--- src/rtl/muldiv_unit.sv ---
// Iterative RV32M/RV64M multiply/divide engine for the Execute stage.
// Multiplies and divides sign-magnitude operands over XLEN/STEP cycles.
module muldiv_unit #(
    parameter int XLEN = 32,
    parameter int STEP = 1
) (
    input  logic            clk_i,
    input  logic            reset_i,
    input  logic            start_i,
    input  logic            kill_i,
    input  logic [2:0]      funct3_i,
    input  logic [XLEN-1:0] src_a_i,
    input  logic [XLEN-1:0] src_b_i,
    output logic            stall_req_o,
    output logic            busy_o,
    output logic            done_o,
    output logic [XLEN-1:0] result_o
);
    localparam int N  = XLEN / STEP;
    localparam int CW = $clog2(N + 1);
    localparam logic [CW-1:0] CNT_LAST = CW'(N);

    typedef enum logic [1:0] {IDLE, RUN, DONE} state_e;

    state_e            state_q, state_d;
    logic [CW-1:0]     cnt_q, cnt_d;
    logic [2:0]        op_q, op_d;
    logic              neg_q, neg_d;
    logic              fast_q, fast_d;
    logic [XLEN-1:0]   opb_q, opb_d;
    logic [2*XLEN-1:0] acc_q, acc_d;
    logic [XLEN-1:0]   result_q, result_d;

    logic            is_div, a_sgn, b_sgn, sa, sb;
    logic            b_zero, ovf, fast, accept;
    logic [XLEN-1:0] mag_a, mag_b, fast_res;

    assign is_div = funct3_i[2];
    assign a_sgn  = is_div ? ~funct3_i[0] : (funct3_i != 3'b011);
    assign b_sgn  = is_div ? ~funct3_i[0] : ~funct3_i[1];
    assign sa     = a_sgn & src_a_i[XLEN-1];
    assign sb     = b_sgn & src_b_i[XLEN-1];
    assign mag_a  = sa ? -src_a_i : src_a_i;
    assign mag_b  = sb ? -src_b_i : src_b_i;
    assign b_zero = (src_b_i == '0);
    assign ovf    = is_div & ~funct3_i[0] & (&src_b_i)
                  & (src_a_i == {1'b1, {(XLEN-1){1'b0}}});
    assign fast   = is_div & (b_zero | ovf);
    assign accept = start_i & ~kill_i;

    always_comb begin
        fast_res = '0;
        if (b_zero)
            fast_res = funct3_i[1] ? src_a_i : '1;
        else if (!funct3_i[1])
            fast_res = src_a_i;
    end

    // Low half of acc holds the multiplier or the dividend as it shifts out.
    logic [2*XLEN:0] mul_t, div_t;

    always_comb begin
        mul_t = {1'b0, acc_q};
        div_t = {1'b0, acc_q};
        for (int i = 0; i < STEP; i++) begin
            if (mul_t[0])
                mul_t[2*XLEN:XLEN] = mul_t[2*XLEN:XLEN] + {1'b0, opb_q};
            mul_t = mul_t >> 1;
            div_t = div_t << 1;
            if (div_t[2*XLEN:XLEN] >= {1'b0, opb_q}) begin
                div_t[2*XLEN:XLEN] = div_t[2*XLEN:XLEN] - {1'b0, opb_q};
                div_t[0] = 1'b1;
            end
        end
    end

    logic [2*XLEN-1:0] prod;
    logic [XLEN-1:0]   dbase, res_calc;

    always_comb begin
        prod     = neg_q ? -acc_q : acc_q;
        dbase    = op_q[1] ? acc_q[2*XLEN-1:XLEN] : acc_q[XLEN-1:0];
        res_calc = '0;
        if (fast_q)
            res_calc = acc_q[XLEN-1:0];
        else if (op_q[2])
            res_calc = neg_q ? -dbase : dbase;
        else if (op_q[1:0] == 2'b00)
            res_calc = prod[XLEN-1:0];
        else
            res_calc = prod[2*XLEN-1:XLEN];
    end

    always_comb begin
        state_d     = state_q;
        cnt_d       = cnt_q;
        op_d        = op_q;
        neg_d       = neg_q;
        fast_d      = fast_q;
        opb_d       = opb_q;
        acc_d       = acc_q;
        result_d    = result_q;
        stall_req_o = 1'b0;
        done_o      = 1'b0;
        unique case (state_q)
            IDLE: begin
                stall_req_o = accept;
                if (accept) begin
                    op_d    = funct3_i;
                    neg_d   = (is_div & funct3_i[1]) ? sa : (sa ^ sb);
                    fast_d  = fast;
                    opb_d   = is_div ? mag_b : mag_a;
                    acc_d   = {{XLEN{1'b0}}, fast ? fast_res
                                           : (is_div ? mag_a : mag_b)};
                    cnt_d   = '0;
                    state_d = fast ? DONE : RUN;
                end
            end
            RUN: begin
                stall_req_o = 1'b1;
                acc_d = op_q[2] ? div_t[2*XLEN-1:0] : mul_t[2*XLEN-1:0];
                cnt_d = cnt_q + 1'b1;
                if (kill_i)
                    state_d = IDLE;
                else if (cnt_d == CNT_LAST)
                    state_d = DONE;
            end
            DONE: begin
                done_o  = ~kill_i;
                state_d = IDLE;
                if (!kill_i)
                    result_d = res_calc;
            end
            default: state_d = IDLE;
        endcase
    end

    always_ff @(posedge clk_i) begin
        if (reset_i) begin
            state_q  <= IDLE;
            cnt_q    <= '0;
            op_q     <= '0;
            neg_q    <= 1'b0;
            fast_q   <= 1'b0;
            opb_q    <= '0;
            acc_q    <= '0;
            result_q <= '0;
        end else begin
            state_q  <= state_d;
            cnt_q    <= cnt_d;
            op_q     <= op_d;
            neg_q    <= neg_d;
            fast_q   <= fast_d;
            opb_q    <= opb_d;
            acc_q    <= acc_d;
            result_q <= result_d;
        end
    end

    assign busy_o   = (state_q != IDLE);
    assign result_o = done_o ? res_calc : result_q;

endmodule
--- config.mk ---
export PLATFORM = sky130hd
export DESIGN_NAME = muldiv_unit
export DESIGN_NICKNAME = d
export VERILOG_FILES = /design/src/rtl/muldiv_unit.sv
export SDC_FILE = /design/constraint.sdc
export NUM_CORES = 1
export LEC_CHECK = 0
export ABC_AREA = 1
export ABC_CLOCK_PERIOD_IN_PS = 1900
export BUFFER_PORTS_ARGS = -buffer_cell sky130_fd_sc_hd__buf_2
export CAP_MARGIN = 25
export CELL_PAD_IN_SITES_DETAIL_PLACEMENT = 0
export CELL_PAD_IN_SITES_GLOBAL_PLACEMENT = 1
export CORE_UTILIZATION = 30
export DETAILED_ROUTE_END_ITERATION = 10
export GPL_ROUTABILITY_DRIVEN = 0
export HOLD_SLACK_MARGIN = 0.12
export PLACE_DENSITY_LB_ADDON = 0.1
export SLEW_MARGIN = 15
export SYNTH_ARGS = -nofsm -noshare
export SYNTH_HDL_FRONTEND = slang
export SYNTH_SLANG_ARGS = --single-unit
--- constraint.sdc ---
create_clock -name clk_i -period 1.9 [get_ports clk_i]
set_input_delay 0.095 -clock clk_i [delete_from_list [all_inputs] [get_ports clk_i]]
set_output_delay 0.095 -clock clk_i [all_outputs]
set_load 0.02 [all_outputs]
# Yosys cells after proc, flatten, opt, wreduce, memory -nomap -nowiden
# Index checks and enable logic that the tools add are counted.
[classes]
addsub = 7
n_lt_le_gt_ge = 1
reduce_logical = 10
bitwise = 13
eq_ne = 7
mux = 33
[op_table]
columns = ["operator", "count"]
rows = [
  ["$mux W32", 15],
  ["$mux W64", 3],
  ["$pmux W64 S2", 1],
  ["$neg A32 Y32", 3],
  ["$neg A64 Y64", 1],
  ["$add A32 B32 Y33", 1],
  ["$ge A33 B32 Y1", 1],
  ["$mux W33", 1],
  ["$eq A32 B32 Y1 const B", 1],
  ["$logic_not A32 Y1", 1],
  ["$reduce_and A32 Y1", 1],
  ["$sub A32 B32 Y32", 1],
  ["$pmux W6 S2", 1],
  ["$and A1 B1 Y1", 8],
  ["$mux W2", 4],
  ["$reduce_and A2 Y1", 4],
  ["$add A6 B1 Y6 const B", 1],
  ["$eq A6 B6 Y1 const B", 1],
  ["$mux W6", 1],
  ["$mux W1", 5],
  ["$logic_not A2 Y1", 2],
  ["$pmux W2 S2", 1],
  ["$reduce_bool A2 Y1", 2],
  ["$ne A3 B2 Y1 const B", 1],
  ["8 further kinds", 10],
]
[word_totals]
inputBits = 71
out_inout_bits = 35
elab_cells = 79
register_bits = 141

# Longest topological paths before layout
# Gate-level depths: netlist of run 1.
[depth]
word_depth = 9
depth_mapped = 18
mapped_depth_nobuf = 17

# Least setup slack after synthesis of run 1
# OpenSTA, ideal clock, no wires.
[synth_timing]
path_kind = "register -> output"
from = "reg acc_q[0]"
to = "out result_o[0]"
path_stages_with_launch = 15
path_slack_ns = -0.307
t_required_ns = 1.805
arrival_time_ns = 2.112
cell_sequence = "dfxtp_1 -> clkinv_1 -> clkbuf_1 -> ha_1 -> nand3_2 -> nor2_4 -> nand3_2 -> nand2_2 -> o21ai_1 -> xor2_1 -> o21ai_1 -> nand2_1 -> nand2_1 -> o21ai_1 -> inv_1"
[synth_via]
elab_chain_len = 6
word_cells_on_any_way = 9
cone_classes = "2 x add/sub; 7 x mux"
[synth_lines]
columns = ["element", "line_no", "rtl"]
rows = [
  ["start, declared", "31", "logic [2*XLEN-1:0] acc_q, acc_d;"],
  ["start signal, assigned", "146", "acc_q <= '0;"],
  ["start signal, assigned", "155", "acc_q <= acc_d;"],
  ["$neg A64 Y64 / $mux W32 (equally long branches)", "81, 82", ""],
  ["$mux W64 / $neg A32 Y32 (equally long branches)", "81, 87", ""],
  ["$mux W32 (on tied branches)", "88, 87", ""],
  ["$mux W32", "86", "else if (op_q[2])"],
  ["$mux W32 *", "84", "if (fast_q)"],
  ["$mux W32 *", "161", "assign result_o = done_o ? res_calc : result_q;"],
  ["end, declared", "17", "output logic [XLEN-1:0] result_o"],
]
# Mark *: on every way between the ends. The rest lies on a longest branch, timed or not.

# Worst setup path in the final report of run 1
[layout_timing]
from = "reg op_q[1]"
to = "out result_o[24]"
[layout_via]
elab_chain_len = 6
word_cells_on_any_way = 8
cone_classes = "1 x add/sub; 6 x mux; 1 x reduce/logical"
[layout_lines]
columns = ["element", "line_no", "rtl"]
rows = [
  ["start, declared", "27", "logic [2:0] op_q, op_d;"],
  ["start signal, assigned", "151", "op_q <= op_d;"],
  ["$mux W32", "82", "dbase = op_q[1] ? acc_q[2*XLEN-1:XLEN] : acc_q[XLEN-1:0];"],
  ["$neg A32 Y32", "87", "res_calc = neg_q ? -dbase : dbase;"],
  ["$mux W32", "87", ""],
  ["$mux W32 *", "86", ""],
  ["$mux W32 *", "84", ""],
  ["$mux W32 *", "161", ""],
]
# Marked as above.

==> results.md, run 1 <==
* Avg Cell Area, Syn at approximately 5.3 um^2
* RSZ-0062 raised after global routing: true
* Int Power at 10.3 mW
* I/O pins at 106
* Switching fraction of total power at 46.5%
* CP cell instances: buf_6 -> buf_6 -> nand2_4 -> o21ai_4 -> ha_4 -> nand3_4 -> nor2_8 -> nand4_4 -> nand2_4 -> buf_4 -> nand3_1 -> nand3_2 -> nand3_1 -> nand2_2 -> nand2_2 -> buf_2
* Nets at 4810
* Cell taking the most area after synthesis: nand2_1
* Post-Syn Area at roughly 20000 um^2
* Total number of vias at 27700
* First-pass GRT wire length at 159000 um
* Max Fclk at 0.354 GHz
* Drt first pass iters at 5
* R2R cell count at 20
* Top-count cell post-synth: nand2_1
* GRT Total Usage at around a third
* CTS Root Buffer Type: clkbuf_16
* Outcome: finished, violations left
* CTS Sinks at between 100 and 150
* Die Width at roughly 260 um
* DP HPWL at just under 90000 um
* Yosys warning total at 0
* Cell count of the worst hold path at 4
* Failing checks: negative setup slack
* Post-synthesis sequential area ratio at between 10% and 20%
* Max_cap viols at 0
* Min Tclk post-route at 2.82 ns
* CP startpoint: op_q[1]
* Final ANT Viol Nets at 0
* DR iter-0 viols at 2465
* Clock transition at the registers of the reported paths at roughly 0.070 ns
* CP arrival at 2.73 ns
* Via/cell ratio at 5.00
* Worst reg2reg path startpoint: op_q[1]
* Port Buffer Count at roughly 110
* CTS H-tree lvls at 4
* Area Growth Syn to Fin at 68.9%
* Post-synth ARST share at 0%
* Vias in the first global route at 25300
* Psw at 8.96 mW
* Share of cells above drive strength 1 at 42.7%
* Sequential share of power at around 18%
* Max Buffers Root-to-Sink at 2
* CP bufs+invs at 4
* Comb power frac at 64.4%
* CTS tree: built
* #FFs+latches synth at 141
* Top post-synthesis cells by count: nand2_1, inv_1, nor2_1
* Hold slack at approximately 0.11 ns
* Cell count after synthesis at 3702
* Hold Path End: fast_q
* Fin crit share at 149%
* Clk_lat worst skew at 0.51 ns
* Synth top area cells: nand2_1, dfxtp_1, nand3_1, inv_1, a21oi_1
* Final worst setup slack at -0.922 ns
* Syn_nets at between 3000 and 4000
* Initial antenna violation count at 3
* Initial Utilization at 30.4%
* Setup-failing EPs final at 98
* CTS Buf Count at 17
* Fin. Hold Viols at 0
* Drt total wl at between 100000 and 150000 um
* Worst-Margin Slew at 0.620 ns
* Rel. slew slack at between 50% and 60%
* Cell row count at between 90 and 100
* Die H at between 200 and 300 um
* Worst vdd ir at 0.000730 V
* Predominant post-synthesis flop cell: dfxtp_1
* Final Skew at 0.0191 ns
* Worst Path Max Fanout at 6
* Count of flip-flops with a built-in enable after synthesis at 0
* Largest net degree at the start of global routing at 77
* CP Launch Type: flop
* Distinct cells, synth at between 50 and 60
* Detailed-route DRC error count at 0
* Hold_sp: kill_i
* Critical Path RT at 1.80 ns
* Ant diodes at 0
* Yosys top cell area share at 23.4%
* Power Density at 580 nW/um^2
* Cell family with most CP delay: simple AND/OR/NAND/NOR gates
* Core area at 64600 um^2
* HP Class: in -> reg
* Fin. max-slew vios at 0
* Setup CP Type: reg -> out
* Routed length per instance at 19.7 um
* Worst path max stage delay at 0.42 ns
* Worst reg-to-reg setup slack at -0.79 ns
* CP max-delay cell: dfxtp_4
* Final Total Pwr at 19.3 mW
* Total die area at roughly 67000 um^2
* Crit end category: output port
* Clk network pwr share at 18.0%
* R2R Path End: result_q[26]
* Leak Pwr at 16.6 nW
* Number of fill cells at between 6000 and 7000
* GR Overflow Total at 0
## layout by cell type (no fill, tap or decap), drive strengths merged, types with 19 or more instances in the layout
cell and instances:
nand2 1254, buf 1082, inv 462, nor2 393
nand3 373, a21oi 328, o21ai 254, dfxtp 141
ha 70, nand4 52, xor2 52, or2 26
nand3b 24, o211ai 22, clkbuf 22, nor3 20
maj3 19
## metal layers
layer  vias up  track usage, %  wire length [um]
li1      13900               -                 -
met1     12800            45.2             51400
met2       871            48.9             47400
met3       145            5.37              7170
met4         4            8.79              3070
met5         -               0                27
## power by group through the flow
| stage | clock, mW | sequential [mW] | combinational, mW |
|---|---|---|---|
| after detailed placement | 0 | 3.42 | 9.76 |
| final | 3.47 | 3.39 | 12.4 |
| after global routing | 3.64 | 3.40 | 13.3 |
| after CTS | 3.53 | 3.36 | 11.0 |
| after global placement | 0 | 3.42 | 9.77 |
| after floorplan | 0 | 3.35 | 4.91 |
## through the flow
stage	cells	utilization [%]	worst slack [ns]	instance area (um^2)	setup TNS, ns
after floorplan	3702	-	-0.0626	20300	-1.17
after global placement	5374	43.5	-0.726	28100	-49.83
after detailed placement	5374	43.5	-0.669	28100	-49.99
after CTS	5487	48.1	-0.914	31000	-43.99
after global routing	5535	51.4	-1.05	33200	-57.11
final	5535	51.4	-0.922	33200	-47.22
## logic make-up (layout without fill, tap and decap cells)
family | Yosys count | count (layout) | synth area share (%)
compound gates | 641 | 641 | 17.3
simple gates | 2150 | 2153 | 47.1
xor+xnor | 66 | 66 | 2.94
flops | 141 | 141 | 14.4
buf+inv | 613 | 1588 | 12.5
fa+ha+maj | 91 | 91 | 5.69
## area by class of cell
| cell class | instances | area, um^2 | share of cell area [%] |
|---|---|---|---|
| Clock buffer | 18 | 439 | 1.32 |
| Clock inverter | 14 | 124 | 0.373 |
| Inverter | 460 | 1780 | 5.36 |
| Multi-Input combinational cell | 2951 | 17800 | 53.6 |
| Sequential cell | 141 | 2980 | 8.96 |
| Tap cell | 855 | 1070 | 3.22 |
| Timing Repair Buffer | 1096 | 9010 | 27.1 |
## repair_timing
item	CTS	global route
buffers inserted	66	43
hold endpoints to repair	7	0
hold buffers	9	0
cloned	7	6
resized for setup	449	489
pin swaps	153	241
endpoints found under the setup margin	104	151
## worst max-delay path by stage
stage                         endpoint  depth (start not counted)
after floorplan              acc_q[48]                         16
after global placement       acc_q[59]                         12
after detailed placement     acc_q[59]                         12
after CTS                 result_o[28]                         17
after global routing      result_o[18]                         16
final                     result_o[24]                         16
## worst register-to-register path, stage by stage (launching register included)
cell and delay [ns]:
dfxtp_4 0.42, buf_6 0.15, buf_6 0.11, nand2_4 0.05
o21ai_4 0.09, ha_4 0.18, nand3_4 0.10, nor2_8 0.22
nand4_1 0.16, nand2_1 0.13, nand3_1 0.07, nand3_1 0.08
nand3_1 0.07, nand2_1 0.08, nand2_2 0.06, buf_4 0.13
buf_4 0.13, buf_4 0.12, buf_4 0.12, buf_4 0.12
nor2_2 0.06
## flip-flops by register name (all words and copies together) (netlist names)
register  count
cnt_q         6
state_q       2
neg_q         1
result_q     32
fast_q        1
opb_q        32
op_q          3
acc_q        64
Power figures use the tool's default switching activity.
==> inputs of run 2 (changes only) <==
--- a/config.mk
+++ b/config.mk
@@ -6,11 +6,11 @@
 export NUM_CORES = 1
 export LEC_CHECK = 0
 export ABC_AREA = 1
-export ABC_CLOCK_PERIOD_IN_PS = 1900
 export BUFFER_PORTS_ARGS = -buffer_cell sky130_fd_sc_hd__buf_2
 export CAP_MARGIN = 25
 export CELL_PAD_IN_SITES_DETAIL_PLACEMENT = 0
 export CELL_PAD_IN_SITES_GLOBAL_PLACEMENT = 1
+export CORE_ASPECT_RATIO = 1.5
 export CORE_UTILIZATION = 30
 export DETAILED_ROUTE_END_ITERATION = 10
 export GPL_ROUTABILITY_DRIVEN = 0
==> run 2 against run 1 <==
Against the previous run:
- the flow still finishes with violations (negative setup slack)
- critical path type unchanged
- fmax fell by 3.8%
- sequential share of layout area barely moved
- clock power rose by 3%
- design area barely moved
- die area barely moved
- register-to-register slack improved by 0.07 ns
- clock skew barely moved
- largest power group unchanged
==> results.md, run 2 (synthesis results as in run 1) <==
* CP cell instances: buf_8 -> buf_6 -> nand2_4 -> nand2_4 -> nand3_4 -> nor2_8 -> nand4_1 -> nand2_2 -> nand2_1 -> nand2_1 -> nand3_2 -> nand3_2 -> nand2_2 -> nand2_2 -> inv_2 -> buf_6
* Initial antenna violation count at 2
* GRT Total Usage at 34.1%
* Cell count of the worst hold path at 7
* Outcome: finished, violations left
* Inst Count DP at 5427
* Max Buffers Root-to-Sink at 2
* CTS Buf Count at 17
* CTS tree: built
* Worst vdd ir at 0.000422 V
* Failing checks: negative setup slack
* Crit path depth at 16
* Top cell by count, worst path: nand2_2
* Setup TNS at -50.86 ns
* Critical Path RT at between 1.5 and 2 ns
* CP bufs+invs at 4
* Final worst setup slack at -1.03 ns
* RSZ-0062 raised after global routing: true
* Final Skew at 0.0194 ns
* DP HPWL at 94000 um
* Vias in the first global route at between 20000 and 30000
* Largest net degree at the start of global routing at just under 80
* Detailed-route DRC error count at 0
* Share of cells above drive strength 1 at 41.7%
* HP Class: in -> reg
* Cell row count at ~110
* Clk_lat worst skew at around 0.5 ns
* Max reg flops at 64
* Largest reg by FF count: acc_q
* Number of fill cells at 6863
* Fin crit share at 154%
* Finished Cell Area at around 33000 um^2
* Commonest non-fill, non-tap cells in the layout: nand2_1, buf_4, inv_1, nand3_1, nor2_1
* Die H at 316 um
* Fin. Hold Viols at 0
* Nets at approximately 4800
* Seq. cell area at 2960 um^2
* Met3 wire len at 4730 um
* Largest regs: acc_q x64, opb_q x32, result_q x32
* Final Total Pwr at 19.5 mW
* Drt total wl at 116000 um
* Cell Area, Placed at between 20000 and 30000 um^2
* Non-filler instance count after layout at 5580
* Core area at 64600 um^2
* CP Launch Type: flop
* Area Growth Syn to Fin at 68.9%
* Worst Path Max Fanout at 7
* Setup CP Type: reg -> out
* CP max-delay cell: dfxtp_4
* Max_cap viols at 0
* Max Fclk at approximately 0.34 GHz
* Worst path max stage delay at 0.48 ns
* Total die area at 66600 um^2
* Initial Utilization at 30.4%
* CTS Sinks at 141
* Die Width at 211 um
* Rel. slew slack at 55.8%
* GR Overflow Total at 0
* Routed length per instance at slightly above 20 um
* Leak Pwr at 16.7 nW
* Total number of vias at 28400
* Power Density at between 500 and 600 nW/um^2
* Core Util, Final at a little over 50%
* Fin. max-slew vios at 0
* DR iter-0 viols at 1768
* Multi-input gate area at 17600 um^2
* Worst-Margin Slew at 0.656 ns
* Via/cell ratio at between 5 and 6
* CTS Root Buffer Type: clkbuf_16
* Most common cell after layout, fill and taps aside: nand2_1
* R2R cell count at 19
* I/O pins at 106
* Min Tclk post-route at 2.93 ns
* CP arrival at ~2.8 ns
* Port Buffer Count at about 110
* CTS H-tree lvls at 4
* First-pass GRT wire length at 167000 um
* Final ANT Viol Nets at 0
* Setup-failing EPs final at 97
* Max Used Layer: met5
* Cell family with most CP delay: simple AND/OR/NAND/NOR gates
* Crit end category: output port
* M1 WL at 41100 um
* WL met2 at 58600 um
* Clock transition at the registers of the reported paths at 0.08 ns
* Drt first pass iters at 8
## run 2: cell types whose count changed in the layout (fill, tap and decap cells not counted), moves of 11 or more
cell     delta
o21ai_1    +18
dfxtp_2    -18
buf_4      +22
nand2_2    -22
dfxtp_1    +16
o21ai_2    -17
a21oi_1    +12
nand2_4    +14
buf_6      +11
## run 2: cell type report
| class | count | share of cell area (%) |
|---|---|---|
| Multi-Input combinational cell | 2949 | 53.0 |
| Timing Repair Buffer | 1126 | 27.6 |
| Antenna cell | 1 | 0.00753 |
| Clock buffer | 18 | 1.36 |
| Tap cell | 870 | 3.28 |
| Timing Repair inverter | 1 | 0.0188 |
| Sequential cell | 141 | 8.91 |
| Inverter | 460 | 5.42 |
| Clock inverter | 14 | 0.403 |
## run 2: report_power, final
part | internal, mW | switching [mW] | leakage (nW)
clock network | 1.81 | 1.75 | 0.288
registers | 3.12 | 0.189 | 1.18
logic | 5.47 | 7.11 | 15.2
total | 10.4 | 9.05 | 16.7
## run 2: layer usage
metal | global-route usage [%] | vias to the layer above
met5 | 0 | -
met4 | 28.9 | 2
met3 | 4.72 | 390
met2 | 61.9 | 895
met1 | 34.4 | 13200
li1 | - | 13900
## run 2: tightest hold or removal path, cell delays in order
cell	delay [ns]
buf_2	0.10
buf_4	0.11
xor2_1	0.05
inv_1	0.07
o21ai_0	0.08
nand2_1	0.06
inv_1	0.04
## run 2: final timing paths
kind / startpoint / to / slack, ns
worst max-delay path: op_q[1] / result_o[26] / -1.03
worst min-delay path: src_a_i[2] / opb_q[2] / 0.14
worst max register to register: op_q[1] / result_q[4] / -0.72
worst min register to register: result_q[17] / result_q[17] / 0.47
## run 2: repair_timing
item / in CTS / in global routing
resized for setup: 481 / 406
setup endpoints to repair: 104 / 118
pin swaps: 126 / 208
endpoints found under the hold margin: 23 / 1
hold buffers: 7 / 1
cloned: 4 / 3
setup buffers: 63 / 53
## run 2: metrics by stage
stage	hold WS, ns	setup WS [ns]
5_1_grt	0.165	-1.06
2_1_floorplan	0.246	-0.0626
4_1_cts	0.137	-0.985
3_3_place_gp	0.458	-0.662
3_5_place_dp	0.462	-0.660
6_report	0.143	-1.03
==> inputs of run 3 (changes only) <==
--- a/config.mk
+++ b/config.mk
@@ -16,6 +16,7 @@
 export GPL_ROUTABILITY_DRIVEN = 0
 export HOLD_SLACK_MARGIN = 0.12
 export PLACE_DENSITY_LB_ADDON = 0.1
+export RECOVER_POWER = 100
 export SLEW_MARGIN = 15
 export SYNTH_ARGS = -nofsm -noshare
 export SYNTH_HDL_FRONTEND = slang
==> run 3 against run 2 <==
Against the previous run:
- the flow still finishes with violations (negative setup slack)
- core utilization fell by 0.052 points
- count of clock-buffer cells in the layout did not move
- total power barely moved
- sequential power barely moved
- register-to-register slack barely moved
- sequential share of layout area barely moved
- first-iteration DRC count fell by 1.4%
- clock skew barely moved
- combinational power barely moved
- clock power barely moved
- sequential cell count did not move
- die area did not move
- critical endpoint unchanged
- largest power group unchanged
==> results.md, run 3 (synthesis results as in run 1) <==
* Outcome: finished, violations left
* Failing checks: negative setup slack
* GRT Total Usage at 34.1%
* Largest net degree at the start of global routing at 77
* Fin. Hold Viols at 0
* Max reg flops at 64
* Power Density at 586 nW/um^2
* Clk_lat worst skew at 0.51 ns
* Final Skew at 0.0192 ns
* Finished Cell Area at 33200 um^2
* Max Buffers Root-to-Sink at 2
* Leak Pwr at around 17 nW
* Die Width at 211 um
* Fin. max-slew vios at 0
* Cell Area, Placed at 28400 um^2
* Int Power at about 10 mW
* Worst reg-to-reg setup slack at -0.73 ns
* Initial antenna violation count at 2
* R2R Path End: result_q[4]
* Detailed-route DRC error count at 0
* Total number of vias at ~28000
* Multi-input gate area at 17600 um^2
* DP HPWL at 94000 um
* Core area at between 60000 and 70000 um^2
* Drt first pass iters at 5
* Crit end category: output port
* DR iter-0 viols at 1743
* Largest reg by FF count: acc_q
* First-pass GRT wire length at 167000 um
* Worst vdd ir at between 0.0004 and 0.0005 V
* Switching fraction of total power at 46.5%
* Cell family with most CP delay: simple AND/OR/NAND/NOR gates
* Setup-failing EPs final at 160
* Drt total wl at 116000 um
* Initial Utilization at 30.4%
* GR Overflow Total at 0
* Clk network pwr share at between 10% and 20%
* Worst Path Max Fanout at 7
* CP Launch Type: flop
* Max Fclk at 0.341 GHz
* Hold slack at 0.151 ns
* CP max-delay cell: dfxtp_4
* CTS Sinks at 141
* CP cell instances: buf_8 -> nand2_4 -> o21ai_4 -> ha_4 -> nand3_4 -> nor2_8 -> nand4_1 -> nand2_2 -> nand2_1 -> nand2_1 -> nand3_2 -> nand3_2 -> nand2_2 -> nand2_2 -> inv_2 -> buf_6
* Hold Path End: opb_q[2]
* Total die area at between 60000 and 70000 um^2
* Rel. slew slack at a little under three fifths
* Clock transition at the registers of the reported paths at 0.08 ns
* Worst-Margin Slew at between 0.6 and 0.7 ns
* Number of fill cells at ~7000
* CP bufs+invs at 3
* Share of cells above drive strength 1 at 41.6%
* Fin crit share at 154%
* Seq. cell area at between 2000 and 3000 um^2
* CTS H-tree lvls at 4
* I/O pins at 106
* Setup TNS at -58.96 ns
* CTS Root Buffer Type: clkbuf_16
* Min Tclk post-route at 2.93 ns
* Final ANT Viol Nets at 0
* Via/cell ratio at 5.06
* Commonest non-fill, non-tap cells in the layout: nand2_1, buf_4, inv_1, nand3_1, nor2_1
* Area Growth Syn to Fin at 68.7%
* Sequential share of power at 17.0%
* Routed length per instance at 20.8 um
* Top cell by count, worst path: nand2_2
* Nets at 4839
* HP Class: in -> reg
* Worst path max stage delay at between 0.4 and 0.5 ns
* Cell row count at 114
* Largest regs: acc_q x64, opb_q x32, result_q x32
* R2R cell count at 19
* Cell count of the worst hold path at 7
* Comb power frac at 64.7%
* Critical Path RT at 1.80 ns
* CP arrival at 2.83 ns
* Max_cap viols at 0
* Psw at about 9.1 mW
* Most common cell after layout, fill and taps aside: nand2_1
* Port Buffer Count at 105
* Setup CP Type: reg -> out
* CTS tree: built
* CTS Buf Count at 17
* Worst reg2reg path startpoint: op_q[1]
* RSZ-0062 raised after global routing: true
* Vias in the first global route at around 27000
* Die H at ~320 um
* Hold_sp: src_a_i[2]
* Final worst setup slack at -1.03 ns
run 3: changes by cell type in the layout (fill, tap and decap cells not counted), moves of 2 or more:
cell,change
clkbuf_1,+2
nor2_4,-2
buf_2,-2
nor2_1,+2
run 3: worst max path at each step:
stage	startpoint	end	slack, ns	depth (start not counted)
after floorplan	opb_q[9]	acc_q[48]	-0.06	16
after global placement	acc_q[37]	result_o[13]	-0.66	14
after detailed placement	acc_q[38]	result_o[13]	-0.66	14
after CTS	op_q[1]	result_o[16]	-0.99	16
after global routing	op_q[1]	result_o[26]	-1.06	16
final	op_q[1]	result_o[26]	-1.03	16
run 3: per-layer routing:
metal / share of wire, % / global-route usage [%]
met2: 51 / 61.9
met1: 36 / 34.4
met3: 3.8 / 4.72
met5: 0.012 / 0
met4: 9.8 / 28.9
run 3: timing repair:
action / CTS / global route
setup endpoints to repair: 104 / 118
pin swaps: 126 / 208
hold buffers: 7 / 1
resized for setup: 481 / 406
gates cloned: 4 / 3
buffers inserted: 63 / 53
endpoints found under the hold margin: 23 / 1
run 3: worst min-delay path, stage by stage:
cell and delay, ns:
buf_2 0.11, buf_4 0.11, xor2_1 0.05, inv_1 0.07, o21ai_0 0.08, nand2_1 0.06
inv_1 0.04
run 3: power by group through the flow:
| stage | Clock, mW | Sequential, mW | Combinational [mW] |
|---|---|---|---|
| 5_1_grt | 3.76 | 3.32 | 13.4 |
| 3_5_place_dp | 0 | 3.36 | 10.1 |
| 6_report | 3.56 | 3.31 | 12.6 |
| 3_3_place_gp | 0 | 3.36 | 10.1 |
| 4_1_cts | 3.63 | 3.30 | 11.5 |
| 2_1_floorplan | 0 | 3.35 | 4.91 |
run 3: per-stage QoR:
| stage | std cells | utilization (%) | power [mW] | setup WS, ns |
|---|---|---|---|---|
| 2_1_floorplan | 3702 | - | 8.26 | -0.0626 |
| 3_3_place_gp | 5427 | 43.9 | 13.5 | -0.662 |
| 3_5_place_dp | 5427 | 43.9 | 13.5 | -0.660 |
| 4_1_cts | 5531 | 48.5 | 18.4 | -0.985 |
| 5_1_grt | 5579 | 51.3 | 20.5 | -1.06 |
| 6_report | 5580 | 51.4 | 19.4 | -1.03 |
run 3: area by class of cell:
type | count | area share (%)
multi-input combinational | 2949 | 53.0
timing repair buffer | 1126 | 27.5
sequential | 141 | 8.92
inverter | 460 | 5.42
tap | 870 | 3.28
clock buffer | 18 | 1.36
clock inverter | 14 | 0.403
timing repair inverter | 1 | 0.0189
antenna | 1 | 0.00754
